===== src/rtl/cgb_reset_seq.sv =====
// Reset sequencer around the MMCM: pulses MMCM RST, waits for a debounced lock,
// retries on timeout and releases the downstream domain resets in order.
module cgb_reset_seq #(
  parameter int RST_PULSE_CYC    = 16,
  parameter int LOCK_TIMEOUT_CYC = 1_000_000,
  parameter int LOCK_STABLE_CYC  = 1024,
  parameter int MAX_RETRY        = 4,
  parameter int NSTAGE           = 3,
  parameter int STAGE_GAP_CYC    = 64,
  localparam int RW              = $clog2(MAX_RETRY + 1)
) (
  input  logic              iCLK,
  input  logic              iRST,
  input  logic              iLOCK,
  input  logic              iREQ,
  output logic              oMMCM_RST,
  output logic [NSTAGE-1:0] oRST,
  output logic              oREADY,
  output logic              oFAIL,
  output logic [RW-1:0]     oRETRY_CNT
);

  localparam int REL_LAST = (NSTAGE - 1) * STAGE_GAP_CYC;
  localparam int PW = $clog2(RST_PULSE_CYC + 1);
  localparam int TW = $clog2(LOCK_TIMEOUT_CYC + 1);
  localparam int SW = $clog2(LOCK_STABLE_CYC + 1);
  localparam int GW = $clog2(REL_LAST + 2);

  typedef enum logic [2:0] {
    ST_ASSERT, ST_WAIT_LOCK, ST_STABLE, ST_RELEASE, ST_RUN, ST_FAIL
  } state_t;

  state_t state_q, state_d;
  logic [PW-1:0] pulse_q, pulse_d;
  logic [TW-1:0] timer_q, timer_d;
  logic [SW-1:0] stable_q, stable_d;
  logic [GW-1:0] rel_q, rel_d;
  logic [RW-1:0] retry_q, retry_d;
  logic lk_meta_q, lk_meta_d, lk_s_q, lk_s_d;
  logic mmcm_rst_q, mmcm_rst_d, ready_q, ready_d, fail_q, fail_d;
  logic [NSTAGE-1:0] rst_q, rst_d;

  always_comb begin
    lk_meta_d = iLOCK;
    lk_s_d    = lk_meta_q;
    state_d   = state_q;
    pulse_d   = pulse_q;
    timer_d   = timer_q;
    stable_d  = stable_q;
    rel_d     = rel_q;
    retry_d   = retry_q;

    // iREQ outranks every in-state decision; iRST is handled in the flop block
    if (iREQ) begin
      state_d = ST_ASSERT;
      pulse_d = '0;
      retry_d = '0;
    end else begin
      case (state_q)
        ST_ASSERT: begin
          if (pulse_q >= PW'(RST_PULSE_CYC - 1)) begin
            state_d = ST_WAIT_LOCK;
            timer_d = '0;
          end else begin
            pulse_d = pulse_q + 1'b1;
          end
        end
        ST_WAIT_LOCK: begin
          if (timer_q >= TW'(LOCK_TIMEOUT_CYC - 1)) begin
            retry_d = retry_q + 1'b1;
            pulse_d = '0;
            state_d = (retry_q >= RW'(MAX_RETRY - 1)) ? ST_FAIL : ST_ASSERT;
          end else if (lk_s_q) begin
            if (LOCK_STABLE_CYC <= 1) begin
              state_d = ST_RELEASE;
              rel_d   = '0;
            end else begin
              state_d  = ST_STABLE;
              stable_d = SW'(1);
            end
          end else begin
            timer_d = timer_q + 1'b1;
          end
        end
        ST_STABLE: begin
          if (!lk_s_q) begin
            state_d = ST_WAIT_LOCK;
            timer_d = '0;
          end else if (stable_q >= SW'(LOCK_STABLE_CYC - 1)) begin
            state_d = ST_RELEASE;
            rel_d   = '0;
          end else begin
            stable_d = stable_q + 1'b1;
          end
        end
        ST_RELEASE: begin
          if (!lk_s_q) begin
            state_d = ST_ASSERT;
            pulse_d = '0;
          end else if (rel_q >= GW'(REL_LAST)) begin
            state_d = ST_RUN;
            retry_d = '0;
          end else begin
            rel_d = rel_q + 1'b1;
          end
        end
        ST_RUN: begin
          if (!lk_s_q) begin
            state_d = ST_ASSERT;
            pulse_d = '0;
          end
        end
        ST_FAIL: state_d = ST_FAIL;
        default: begin
          state_d = ST_ASSERT;
          pulse_d = '0;
        end
      endcase
    end

    // Outputs are decoded from the next state so they line up with it
    mmcm_rst_d = (state_d == ST_ASSERT) || (state_d == ST_FAIL);
    ready_d    = (state_d == ST_RUN);
    fail_d     = (state_d == ST_FAIL);
    rst_d      = '1;
    if (state_d == ST_RUN) begin
      rst_d = '0;
    end else if (state_d == ST_RELEASE) begin
      for (int k = 0; k < NSTAGE; k++) begin
        rst_d[k] = (int'(rel_d) < k * STAGE_GAP_CYC);
      end
    end
  end

  always_ff @(posedge iCLK) begin
    if (!iRST) begin
      state_q    <= ST_ASSERT;
      pulse_q    <= '0;
      timer_q    <= '0;
      stable_q   <= '0;
      rel_q      <= '0;
      retry_q    <= '0;
      lk_meta_q  <= 1'b0;
      lk_s_q     <= 1'b0;
      mmcm_rst_q <= 1'b1;
      rst_q      <= '1;
      ready_q    <= 1'b0;
      fail_q     <= 1'b0;
    end else begin
      state_q    <= state_d;
      pulse_q    <= pulse_d;
      timer_q    <= timer_d;
      stable_q   <= stable_d;
      rel_q      <= rel_d;
      retry_q    <= retry_d;
      lk_meta_q  <= lk_meta_d;
      lk_s_q     <= lk_s_d;
      mmcm_rst_q <= mmcm_rst_d;
      rst_q      <= rst_d;
      ready_q    <= ready_d;
      fail_q     <= fail_d;
    end
  end

  assign oMMCM_RST  = mmcm_rst_q;
  assign oRST       = rst_q;
  assign oREADY     = ready_q;
  assign oFAIL      = fail_q;
  assign oRETRY_CNT = retry_q;

endmodule


===== config.mk =====
export PLATFORM = sky130hd
export DESIGN_NAME = cgb_reset_seq
export DESIGN_NICKNAME = d
export VERILOG_FILES = /design/src/rtl/cgb_reset_seq.sv
export SDC_FILE = /design/constraint.sdc
export NUM_CORES = 1
export LEC_CHECK = 0
export BUFFER_PORTS_ARGS = -buffer_cell sky130_fd_sc_hd__buf_4
export CORE_ASPECT_RATIO = 1.25
export CORE_MARGIN = 2
export CORE_UTILIZATION = 60
export DETAILED_ROUTE_END_ITERATION = 7
export PLACE_DENSITY = 0.78
export SETUP_SLACK_MARGIN = 0.15
export SLEW_MARGIN = 10
export SYNTH_ARGS = -nofsm -noshare
export SYNTH_HDL_FRONTEND = slang
export SYNTH_SLANG_ARGS = --single-unit

===== constraint.sdc =====
create_clock -name iCLK -period 6.7 [get_ports iCLK]
set_input_delay 0 -clock iCLK [delete_from_list [all_inputs] [get_ports iCLK]]
set_output_delay 0 -clock iCLK [all_outputs]
set_load 0.02 [all_outputs]

; Yosys cells after proc, flatten, opt, wreduce, memory -nomap -nowiden
; Cells that the tools add are included.
[word_totals]
regBits = 58
inputBits = 4
output_inout_bits = 9
wordCells = 97
[classes]
add_sub_neg = 5
n_lt_le_gt_ge = 7
n_eq_ne = 20
n_mux = 37
n_bitwise = 3
n_reduce_logical = 13
[ops]
columns = cell, n
row1 = 20-bit two-way mux, 4
row2 = 20-bit one-hot mux with 3 select lines, 1
row3 = 3-bit two-way mux, 15
row4 = 11-bit two-way mux, 4
row5 = 8-bit two-way mux, 5
row6 = "2-bit != test, second input constant", 12
row7 = 11-bit one-hot mux with 2 select lines, 1
row8 = "20-bit by 1-bit adder with 20-bit output, second input constant", 1
row9 = "20-bit greater-or-equal comparator, second input constant", 1
row10 = 5-bit one-hot mux with 4 select lines, 1
row11 = 3-bit one-hot mux with 6 select lines, 1
row12 = 8-bit one-hot mux with 2 select lines, 1
row13 = 5-bit two-way mux, 3
row14 = "3-bit == test, second input constant", 4
row15 = 6-bit AND reduction, 2
row16 = "11-bit by 1-bit adder with 11-bit output, second input constant", 1
row17 = "11-bit by 10-bit greater-or-equal comparator with 1-bit output, second input constant", 1
row18 = "3-bit by 2-bit == test with 1-bit output, second input constant", 3
row19 = "8-bit by 1-bit adder with 8-bit output, second input constant", 1
row20 = "8-bit greater-or-equal comparator, second input constant", 1
row21 = "8-bit by 7-bit less-than comparator with 1-bit output, second input constant", 1
row22 = "8-bit less-than comparator, second input constant", 1
row23 = 4-bit AND reduction, 2
row24 = 3-bit zero test, 2
row25 = other kinds (11), 16

; Longest topological paths before layout
; Gate-level depths: netlist (run 1).
[depth]
ltp_word = 8
depth_mapped = 10
depth_no_buf = 9

; Worst setup path before layout (run 1)
; Ideal clock, no wire load.
[synth_path]
path_type = register to register
from = register pulse_q[0]
to = register timer_q[10]
t_arrival_ps = 2153
path_slack_ps = 4420
path_stages_with_launch = 11
path_buffers = 2
cell_sequence = dfxtp_1 -> ha_1 -> and3_1 -> ha_1 -> nor2_1 -> a211oi_1 -> o21ai_0 -> buf_2 -> o21ai_1 -> clkbuf_1 -> nor2_1
[synth_via]
elab_chain_cells = 3
[synth_rtl]
columns = element, line
row1 = start: declaration, 34  ; logic [PW-1:0] pulse_q, pulse_d;
row2 = start signal: assignment, 151  ; pulse_q <= pulse_d;
row3 = 5-bit by 4-bit greater-or-equal comparator with 1-bit output, 61  ; if (pulse_q >= PW'(RST_PULSE_CYC - 1)) begin
row4 = 2-bit != test (no source line), -
row5 = 6-bit AND reduction (no source line), -
row6 = end signal: assignment, 152  ; timer_q <= timer_d;
row7 = end: declaration, 35  ; logic [TW-1:0] timer_q, timer_d;
; No other way between the ends.
; A chain may end at the register's enable or synchronous reset.

; Worst setup path after layout (run 1)
[layout_path]
from = register timer_q[6]
to = register mmcm_rst_q, in the netlist oMMCM_RST
[layout_via]
elab_chain_cells = 6
elab_cells_between_ends = 7
[layout_rtl]
columns = element, line
row1 = 20-bit greater-or-equal comparator (*), 69  ; if (timer_q >= TW'(LOCK_TIMEOUT_CYC - 1)) begin
row2 = 3-bit two-way mux (*), 69
row3 = 3-bit one-hot mux with 6 select lines (*), 59  ; case (state_q)
row4 = 3-bit two-way mux (*), 54  ; if (iREQ) begin
row5 = 3-bit == test or 3-bit zero test (tied branches), 122  ; mmcm_rst_d = (state_d == ST_ASSERT) || (state_d == ST_FAIL);
row6 = 1-bit logical OR (*), 122
row7 = end signal: assignment, 158  ; mmcm_rst_q <= mmcm_rst_d;
row8 = end: declaration, 40  ; logic mmcm_rst_q, mmcm_rst_d, ready_q, ready_d, fail_q, fail_d;
; Every way passes the cells marked *; elsewhere a longest branch is shown, timed or not.

==> results of run 1 <==
cell type report:
class	count	area (µm²)	area share, %
Clock inverter	2	10.0	0.295
Sequential cell	58	1160	34.2
Timing Repair Buffer	18	143	4.20
Tap cell	62	77.6	2.28
Inverter	16	60.1	1.77
Clock buffer	14	173	5.08
Multi-Input combinational cell	272	1770	52.2
layer usage:
| layer | vias to the layer above | global-route usage, % | wire (µm) |
|---|---|---|---|
| li1 | 1362 | - | - |
| met1 | 1303 | 32.6 | 3000 |
| met2 | 53 | 40.2 | 3170 |
| met3 | 10 | 5.80 | 245 |
| met4 | 0 | 10.5 | 89 |
| met5 | - | 0 | 0 |
per-stage QoR:
stage / instances / utilization, %
2_1_floorplan: 363 / -
3_3_place_gp: 423 / 63.6
3_5_place_dp: 423 / 63.6
4_1_cts: 442 / 67.8
5_1_grt: 442 / 67.8
6_report: 442 / 67.8
kinds of logic after synthesis:
logic type	Yosys count	synth area share (%)
XOR/XNOR	11	3.14
flip-flops	58	37.8
adder cells (fa/ha/maj)	8	3.26
AO/OA/AOI/OAI	100	23.3
AND/OR/NAND/NOR	147	25.9
buffers and inverters	33	4.52
multiplexers	6	2.16
placed cells by master (no fill, tap or decap), types with 5 or more instances in the layout:
master and n:
buf_4 15, or4_1 10, and2_1 6, o31ai_1 10, o211ai_1 6, a21oi_1 32, nand2_1 23, inv_1 16
dfxtp_1 58, o21ai_0 11, nor2_1 40, nand4_1 10, a31oi_1 5, nand3_1 14, ha_1 8, xnor2_1 11
a21o_1 5, or3_1 8, nor3_1 5, nand2b_1 5, nor2b_1 6, clkbuf_8 12
state kept, by name, summed over array words and instances (netlist names):
signal and count:
oMMCM_RST 1, oRST 3, rel_q 8, state_q 3, pulse_q 5, timer_q 20
lk_meta_q 1, lk_s_q 1, oRETRY_CNT 3, oFAIL 1, oREADY 1, stable_q 11
tightest hold or removal path: stages:
cell	delay, ps
buf_4	130
a21oi_1	80
o21ai_2	120
nor2_1	50
report_power, final:
part | switching [mW] | leakage [nW] | total, mW | internal, mW
Sequential | 0.00142 | 0.468 | 0.347 | 0.346
Clock | 0.133 | 0.0965 | 0.297 | 0.164
Combinational | 0.00873 | 0.595 | 0.0139 | 0.00515
Total | 0.143 | 1.16 | 0.658 | 0.515
worst paths after layout:
path                                   end  slack (ps)  startpoint
worst min register to register      lk_s_q         430   lk_meta_q
worst max register to register   oMMCM_RST        4040  timer_q[6]
worst max-delay path             oMMCM_RST        4040  timer_q[6]
worst min-delay path            state_q[0]          90        iREQ
what timing repair did:
item                      4_1_cts  5_1_grt
setup buffers                   0        0
hold endpoints to repair        4        0
hold buffers                    3        0
==> summary.md, run 1 <==
| Metric | Value |
|---|---|
| Crit path max-delay family | compound AO/OA/AOI/OAI gates |
| Net Count, Synth | 375 |
| Hpwl dp | 4.41 mm |
| Area leader, netlist | dfxtp_1 |
| Final setup margin | 4040 ps |
| Initial antenna violation count | 0 |
| Top post-synthesis cells by area | dfxtp_1 38%, a21oi_1 5.2%, nor2_1 4.9%, ha_1 3.3%, xnor2_1 3.1% |
| Vias in the first global route | 2513 |
| Crit end category | flip-flop |
| Top cell type's share of synthesized area | 37.8% |
| Final #Nets | 387 |
| Fmax | 376 MHz |
| Clock Pin Slew Worst Setup and Hold Paths | 60 ps |
| Outcome | completed |
| Max IR drop VDD | 172 µV |
| YS warnings | 0 |
| Crit path max fanout | 17 |
| DRC viols | 0 |
| Number of buffers created by CTS | 9 |
| Die width | 68.0 µm |
| Clk sink count | 58 |
| Most frequent cells after synthesis | 58 x dfxtp_1, 40 x nor2_1, 32 x a21oi_1 |
| DR vias/cell | 6.17 |
| CP cell instances | or3_1, nor4_2, a21o_1, mux2_4, o21ba_1, a311o_1 |
| First-pass GRT wire length | 11.2 mm |
| Post-Layout Inst Area | 3400 µm² |
| Final hold slack | 92.7 ps |
| Iter 0 DRT Violations | 132 |
| Worst-case reg-to-reg path depth | 6 |
| Post-synthesis instance area | 3070 µm² |
| Critical Path Source Type | flip-flop |
| CTS tree | built |
| Final min period | 2660 ps |
| Count of final hold-check violations | 0 |
| Grt ovf | 0 |
| Drt wl/cell | 14.7 µm |
| Initial Util | 61.4% |
| CP arrival | 2880 ps |
| Max Transition Viols Final | 0 |
| Setup TNS Final | 0 ps |
| # rows | 29 |
| Die Ht | 84.0 µm |
| Power per Cell Area | 194 nW/µm² |
| RSZ-0062 raised after global routing | no |
| Async S/R FF share, synth | 0% |
| Port buffer count | 12 |
| Total power | 0.658 mW |
| Most frequent cell after synthesis | dfxtp_1 |
| Final setup violating endpoints | 0 |
| Hold Path Class | in2reg |
| Main synth FF type | dfxtp_1 |
| Via count | 2728 |
| Tcrit/Tclk final | 39.7% |
| Place WS | 4060 ps |
| Number of synthesized register bits | 58 |
| Root Driver | clkbuf_8 |
| EDFF count, synth | 0 |
| Ant. Diodes | 0 |
| Clk_skew | 4.76 ps |
| Post-DP Area | 3180 µm² |
| Core area | 5010 µm² |
| Worst hold stages | 4 |
| H-tree depth | 3 |
| I/O pins | 13 |
| Cell count along the critical path | 6 |
| ANT nets after route | 0 |
| Pin count of the biggest net entering global routing | 20 |
| Pre-antenna DRT Iters | 5 |
| Worst path slowest cell | a21o_1 |
| Final WL | 6.50 mm |
| Worst-Margin Slew | 795 ps |
| Clock Latency Late Sink | 330 ps |
| All-Layer GR Usage | 25.4% |
| Fraction of layout cells with a size suffix above 1 | 12.9% |
| Max incr delay on CP | 570 ps |
| Final GP Congestion | 0.776 |
| Post-synthesis cell count | 363 |
| Unique masters post-synth | 54 |
| Required @ worst endpoint | 6920 ps |
| Longest Clk Path Bufs | 2 |
| CP bufs+invs | 0 |
| Sequential area share after synthesis | 37.8% |
| LEAKAGE | 1.16 nW |
| CP Class | reg2reg |
| Area delta synth->final | 10.5% |
| Slew headroom | 46.7% |
| Post-CTS Resized | 0 |
| Syn avg cell area | 8.47 µm² |
| Max Cap Viol | 0 |
| Fill cells | 424 |
| DIE AREA | 5710 µm² |
Power figures use the tool's default switching activity.
==> run 2, diff against run 1 <==
--- a/config.mk
+++ b/config.mk
@@ -5,12 +5,13 @@
 export SDC_FILE = /design/constraint.sdc
 export NUM_CORES = 1
 export LEC_CHECK = 0
+export ABC_AREA = 1
 export BUFFER_PORTS_ARGS = -buffer_cell sky130_fd_sc_hd__buf_4
 export CORE_ASPECT_RATIO = 1.25
 export CORE_MARGIN = 2
-export CORE_UTILIZATION = 60
+export CORE_UTILIZATION = 56
 export DETAILED_ROUTE_END_ITERATION = 7
-export PLACE_DENSITY = 0.78
+export PLACE_DENSITY = 0.76
 export SETUP_SLACK_MARGIN = 0.15
 export SLEW_MARGIN = 10
 export SYNTH_ARGS = -nofsm -noshare
==> constraint.sdc (replaced) <==
create_clock -name iCLK -period 2.3 [get_ports iCLK]
set_input_delay 0 -clock iCLK [delete_from_list [all_inputs] [get_ports iCLK]]
set_output_delay 0 -clock iCLK [all_outputs]
set_load 0.02 [all_outputs]
==> run 2 against run 1 <==
Clock skew hardly changed. Die area is 21% higher. Critical endpoint is now timer_q[6]. Critical path type unchanged. Synthesized cell count is 45% higher. Highest routed layer unchanged. Sequential cell count stayed put. Largest cell class unchanged. Core utilization is 3.5 points lower. Combinational power grew to 3.7 times the previous value. Sequential power grew to 2.9 times the previous value. Global-route usage is 1.4 points lower. Wire length is 17% higher.
==> summary.md, run 2 <==
| Metric | Value |
|---|---|
| Outcome | completed |
| Final hold slack | 427 ps |
| Crit end category | flip-flop |
| Tcrit/Tclk final | 85.6% |
| Unique masters post-synth | 38 |
| Top post-synthesis cells by area | dfxtp_1 33%, nand2_1 14%, nor2_1 7.7%, nand3_1 5.7%, inv_1 5.4% |
| Post-synthesis cell count | 527 |
| Clk_skew | 4.80 ps |
| Pin count of the biggest net entering global routing | 35 |
| Setup TNS Final | 0 ps |
| Number of buffers created by CTS | 9 |
| Part of the power in registers | 46.7% |
| Clk network pwr share | 51.0% |
| Max incr delay on CP | 380 ps |
| Clock Pin Slew Worst Setup and Hold Paths | 70 ps |
| Final #Nets | 556 |
| Gate power share | 2.4% |
| Vias in the first global route | 3125 |
| Longest Clk Path Bufs | 2 |
| Port buffer count | 12 |
| ANT nets after route | 0 |
| Syn avg cell area | 6.67 µm² |
| DR vias/cell | 5.28 |
| CP Class | reg2reg |
| DRC viols | 0 |
| Most frequent cells after synthesis | 127 x nand2_1, 72 x nor2_1, 58 x dfxtp_1 |
| Iter 0 DRT Violations | 206 |
| Initial Util | 57.4% |
| Power per Cell Area | 550 nW/µm² |
| Worst path slowest cell | dfxtp_1 |
| Max Cap Viol | 0 |
| Die width | 74.9 µm |
| Initial antenna violation count | 0 |
| Clk sink count | 58 |
| Main synth FF type | dfxtp_1 |
| YS warnings | 0 |
| Largest regs | timer_q: 20 flops, stable_q: 11 flops, rel_q: 8 flops |
| I/O pins | 13 |
| Die Ht | 92.6 µm |
| Crit path max fanout | 20 |
| Post-synthesis instance area | 3520 µm² |
| Most frequent cell after synthesis | nand2_1 |
| RSZ-0062 raised after global routing | yes |
| Final GP Congestion | 0.911 |
| Hold Path Class | reg2reg |
| Net Count, Synth | 539 |
| Crit-path most repeated cell | nand2_2 |
| Slew headroom | 67.5% |
| Final setup violating endpoints | 0 |
| H-tree depth | 3 |
| Most frequent cells in the layout | 126 x nand2_1, 72 x nor2_1, 57 x dfxtp_1, 51 x inv_1, 40 x nand3_1 |
| Worst-Margin Slew | 486 ps |
| First-pass GRT wire length | 13.4 mm |
| Clock Latency Late Sink | 330 ps |
| Count of final hold-check violations | 0 |
| All-Layer GR Usage | 24.0% |
| DIE AREA | 6930 µm² |
| Crit path max-delay family | simple AND/OR/NAND/NOR gates |
| Area leader, netlist | dfxtp_1 |
| Required @ worst endpoint | 2570 ps |
| Fill cells | 566 |
| CP arrival | 2240 ps |
| Fmax | 508 MHz |
| Drt wl/cell | 12.0 µm |
| Core area | 6130 µm² |
| Number of synthesized register bits | 58 |
| CP cell instances | ha_1, nand2_2, nor2_4, nand2_2, nand3b_1, nand2_1, nand2_2, nand2_2, nand2_1, inv_2, nand2_4, nand2_1, a21oi_2 |
| Switch share | 20.6% |
| Max IR drop VDD | 563 µV |
| Largest Register | timer_q |
| # rows | 32 |
| Fraction of layout cells with a size suffix above 1 | 15.3% |
| Critical Path Source Type | flip-flop |
| Pre-antenna DRT Iters | 5 |
| CP bufs+invs | 1 |
| Commonest non-fill, non-tap cell in the layout | nand2_1 |
| EDFF count, synth | 0 |
| Final WL | 7.59 mm |
| Root Driver | clkbuf_8 |
| Cell count along the critical path | 13 |
| CTS tree | built |
| Psw | 0.445 mW |
| Sequential area share after synthesis | 33.0% |
| Area delta synth->final | 12.1% |
| Ant. Diodes | 0 |
| Hpwl dp | 5.41 mm |
| Grt ovf | 0 |
| Final min period | 1970 ps |
| Max reg flops | 20 |
| Internal power | 1.72 mW |
| Async S/R FF share, synth | 0% |
| Worst hold stages | 2 |
| LEAKAGE | 1.49 nW |
| Top cell type's share of synthesized area | 33.0% |
| Worst-case reg-to-reg path depth | 13 |
| Max Transition Viols Final | 0 |
| Via count | 3346 |
run 2: cell count changes in the layout (fill, tap and decap cells not counted), sizes merged, moves of 15 or more:
cell   previous run  this run
nor3              5        20
nand2            23       145
inv              16        56
nand3            14        40
nor2             40        79
xor2              0        18
run 2: through the flow:
stage | worst slack [ps] | instances | util, % | power (mW) | cell area [µm²]
3_5_place_dp | 40.2 | 614 | 59.4 | 1.08 | 3640
6_report | 330 | 634 | 64.3 | 2.17 | 3940
4_1_cts | 157 | 634 | 64.0 | 2.18 | 3920
2_1_floorplan | 484 | 527 | - | 1.06 | 3520
5_1_grt | 151 | 634 | 64.3 | 2.23 | 3940
3_3_place_gp | 120 | 614 | 59.4 | 1.08 | 3640
run 2: metal layers:
layer  vias up  wire length, µm  GRT usage [%]
met5         -                0              0
met4         0              148           8.93
met3        17              279           5.11
met2        55             3720           40.1
met1      1537             3440           29.6
li1       1737                -              -
run 2: path summary, 6_finish.rpt:
check / start / end / slack [ps]
max: timer_q[1] / timer_q[6] / 330
min reg2reg: lk_meta_q / lk_s_q / 430
max reg2reg: timer_q[1] / timer_q[6] / 330
min: lk_meta_q / lk_s_q / 430
run 2: power groups by stage:
| stage | logic, mW | registers [mW] | clock network (mW) |
|---|---|---|---|
| floorplan | 0.0308 | 1.03 | 0 |
| global placement | 0.0432 | 1.03 | 0 |
| detailed placement | 0.0444 | 1.03 | 0 |
| CTS | 0.0502 | 1.01 | 1.12 |
| global route | 0.0570 | 1.01 | 1.16 |
| finish | 0.0513 | 1.01 | 1.10 |
run 2: logic make-up after synthesis:
family,after synthesis,share of synthesized area (%)
AO/OA/AOI/OAI,66,11.3
AND/OR/NAND/NOR,303,38.5
flip-flops,58,33.0
buffers and inverters,71,9.11
XOR/XNOR,21,5.23
adder cells (fa/ha/maj),8,2.85
run 2: timing repair:
item	CTS	global route
hold buffers	4	0
pin swaps	0	1
buffers inserted	0	0
gates resized for setup	2	5
hold endpoints to repair	9	0
endpoints found under the setup margin	24	32
run 2: worst min-delay path: cells and delay by family (launching register included):
kind | cells | cell delay [ps]
buffers and inverters | 1 | 40
DFF | 1 | 300
and+or+nand+nor | 1 | 50
run 2: layout make-up:
class	count	area, µm²	share of cell area [%]
clock buffer	12	165	4.19
clock inverter	4	72.6	1.84
timing repair buffer	20	160	4.06
multi-input combinational	398	2060	52.3
inverter	57	214	5.43
tap	85	106	2.70
sequential	58	1160	29.5
==> run 3, diff against run 2 <==
--- a/config.mk
+++ b/config.mk
@@ -11,7 +11,8 @@
 export CORE_MARGIN = 2
 export CORE_UTILIZATION = 56
 export DETAILED_ROUTE_END_ITERATION = 7
-export PLACE_DENSITY = 0.76
+export PLACE_DENSITY = 0.8
+export RECOVER_POWER = 100
 export SETUP_SLACK_MARGIN = 0.15
 export SLEW_MARGIN = 10
 export SYNTH_ARGS = -nofsm -noshare
==> run 3 against run 2 <==
Sequential cell count stayed put. Design area is 2.1% lower. Sequential power hardly changed. Die area stayed put. Non-clock buffer count stayed put. Register-to-register slack worse by 90 ps. Combinational power is 3.9% lower. Critical endpoint is now rel_q[5].
==> summary.md, run 3 (synthesis results as in run 2) <==
| Metric | Value |
|---|---|
| Setup crit start | stable_q[0] |
| End of the worst hold path | lk_s_q |
| Die Ht | 92.6 µm |
| Largest Register | timer_q |
| DIE AREA | 6930 µm² |
| Clock Pin Slew Worst Setup and Hold Paths | 60 ps |
| Max Transition Viols Final | 0 |
| Place WS | 60.4 ps |
| CP arrival | 2280 ps |
| DRC viols | 0 |
| Largest regs | timer_q: 20 flops, stable_q: 11 flops, rel_q: 8 flops |
| Final Non-Filler Cells | 633 |
| Power per Cell Area | 524 nW/µm² |
| Fmax | 486 MHz |
| Drt wl/cell | 11.9 µm |
| Final min period | 2060 ps |
| RSZ-0062 raised after global routing | yes |
| Grt ovf | 0 |
| FF-to-FF setup slack | 240 ps |
| All-Layer GR Usage | 24.4% |
| Vias in the first global route | 3178 |
| Outcome | completed |
| Critical Path Source Type | flip-flop |
| Pre-antenna DRT Iters | 6 |
| I/O pins | 13 |
| R2R Path End | rel_q[5] |
| Fraction of layout cells with a size suffix above 1 | 12.4% |
| CP Class | reg2reg |
| Max IR drop VDD | 438 µV |
| Post-CTS Setup Bufs | 0 |
| DR vias/cell | 5.31 |
| Max reg flops | 20 |
| Slew headroom | 70.0% |
| Most frequent cells in the layout | 128 x nand2_1, 72 x nor2_1, 58 x dfxtp_1, 52 x inv_1, 40 x nand3_1 |
| Crit path max fanout | 12 |
| Port buffer count | 12 |
| Iter 0 DRT Violations | 264 |
| Pin count of the biggest net entering global routing | 32 |
| Clk sink count | 58 |
| Initial Util | 57.4% |
| Worst hold stages | 2 |
| Longest Clk Path Bufs | 2 |
| Final setup margin | 243 ps |
| ANT nets after route | 0 |
| Final GP Congestion | 0.908 |
| CTS tree | built |
| Root Driver | clkbuf_8 |
| Final setup violating endpoints | 0 |
| Worst R2R Start | stable_q[0] |
| Setup TNS Final | 0 ps |
| H-tree depth | 3 |
| Hold Path Class | reg2reg |
| Clk_skew | 8.78 ps |
| Placed Cells | 614 |
| Crit end category | flip-flop |
| Die width | 74.9 µm |
| Final #Nets | 556 |
| Ant. Diodes | 0 |
| Hpwl dp | 5.43 mm |
| Via count | 3360 |
| Worst-case reg-to-reg path depth | 9 |
| Clock Latency Late Sink | 330 ps |
| Required @ worst endpoint | 2530 ps |
| Commonest non-fill, non-tap cell in the layout | nand2_1 |
| Count of final hold-check violations | 0 |
| Number of buffers created by CTS | 9 |
| Final WL | 7.54 mm |
| Tcrit/Tclk final | 89.5% |
| LEAKAGE | 1.43 nW |
| Area delta synth->final | 9.75% |
| Core area | 6130 µm² |
| Max Cap Viol | 0 |
| Hold path start | lk_meta_q |
| First-pass GRT wire length | 13.4 mm |
| Worst-Margin Slew | 447 ps |
| # rows | 32 |
| Initial antenna violation count | 0 |
==> run 3: cell count changes in the layout (fill, tap and decap cells not counted), moves of 2 or more <==
cell,before,now
buf_4,16,6
clkbuf_1,0,11
nand2_1,126,128
nand2_2,17,15
==> run 3: critical path, stage by stage, from the launching register on <==
cell and delay, ps:
dfxtp_1 430, ha_1 210, nand2_1 80, nor2_2 180, nand3_1 130, nand4_1 200, nand2_2 200, o21ai_2 320
a21oi_1 90, o21a_1 110
==> run 3: per-stage QoR <==
step / total power [mW] / area, µm² / util, % / hold WS, ps
detailed placement: 1.08 / 3640 / 59.4 / 191
floorplan: 1.06 / 3520 / - / 97.6
global placement: 1.08 / 3640 / 59.4 / 187
finish: 2.02 / 3860 / 63.0 / 413
global route: 2.10 / 3860 / 63.0 / 445
CTS: 2.04 / 3880 / 63.4 / 418
==> run 3: layer usage <==
metal	GRT usage, %	part of all wire [%]
met5	0	0
met4	11.0	2.5
met3	5.88	4.9
met2	41.0	49
met1	28.6	44
==> run 3: worst max-delay path by stage <==
| stage | endpoint | slack (ps) | cells past startpoint |
|---|---|---|---|
| final | rel_q[5] | 240 | 9 |
| after global placement | rel_q[5] | 110 | 9 |
| after floorplan | timer_q[10] | 480 | 13 |
| after global routing | pulse_q[1] | 70 | 12 |
| after detailed placement | timer_q[1] | 60 | 9 |
| after CTS | rel_q[5] | 150 | 9 |
==> run 3: repair_timing <==
action | CTS | global route
hold buffers | 4 | 0
gates resized for setup | 2 | 8
endpoints found under the hold margin | 10 | 0
endpoints found under the setup margin | 23 | 31
cloned | 0 | 0
==> run 3: power by group <==
group	leakage, nW	total, mW	internal (mW)	switching [mW]
clock	0.106	0.960	0.582	0.379
combinational	0.858	0.0493	0.0146	0.0347
sequential	0.468	1.01	1.01	0.00319
==> run 3: layout make-up <==
class | instances | area, µm²
Timing Repair Buffer | 20 | 123
Clock inverter | 2 | 35.0
Multi-Input combinational cell | 398 | 2050
Inverter | 57 | 214
Fill cell | 574 | 2270
Tap cell | 85 | 106
Sequential cell | 58 | 1160
Clock buffer | 13 | 169
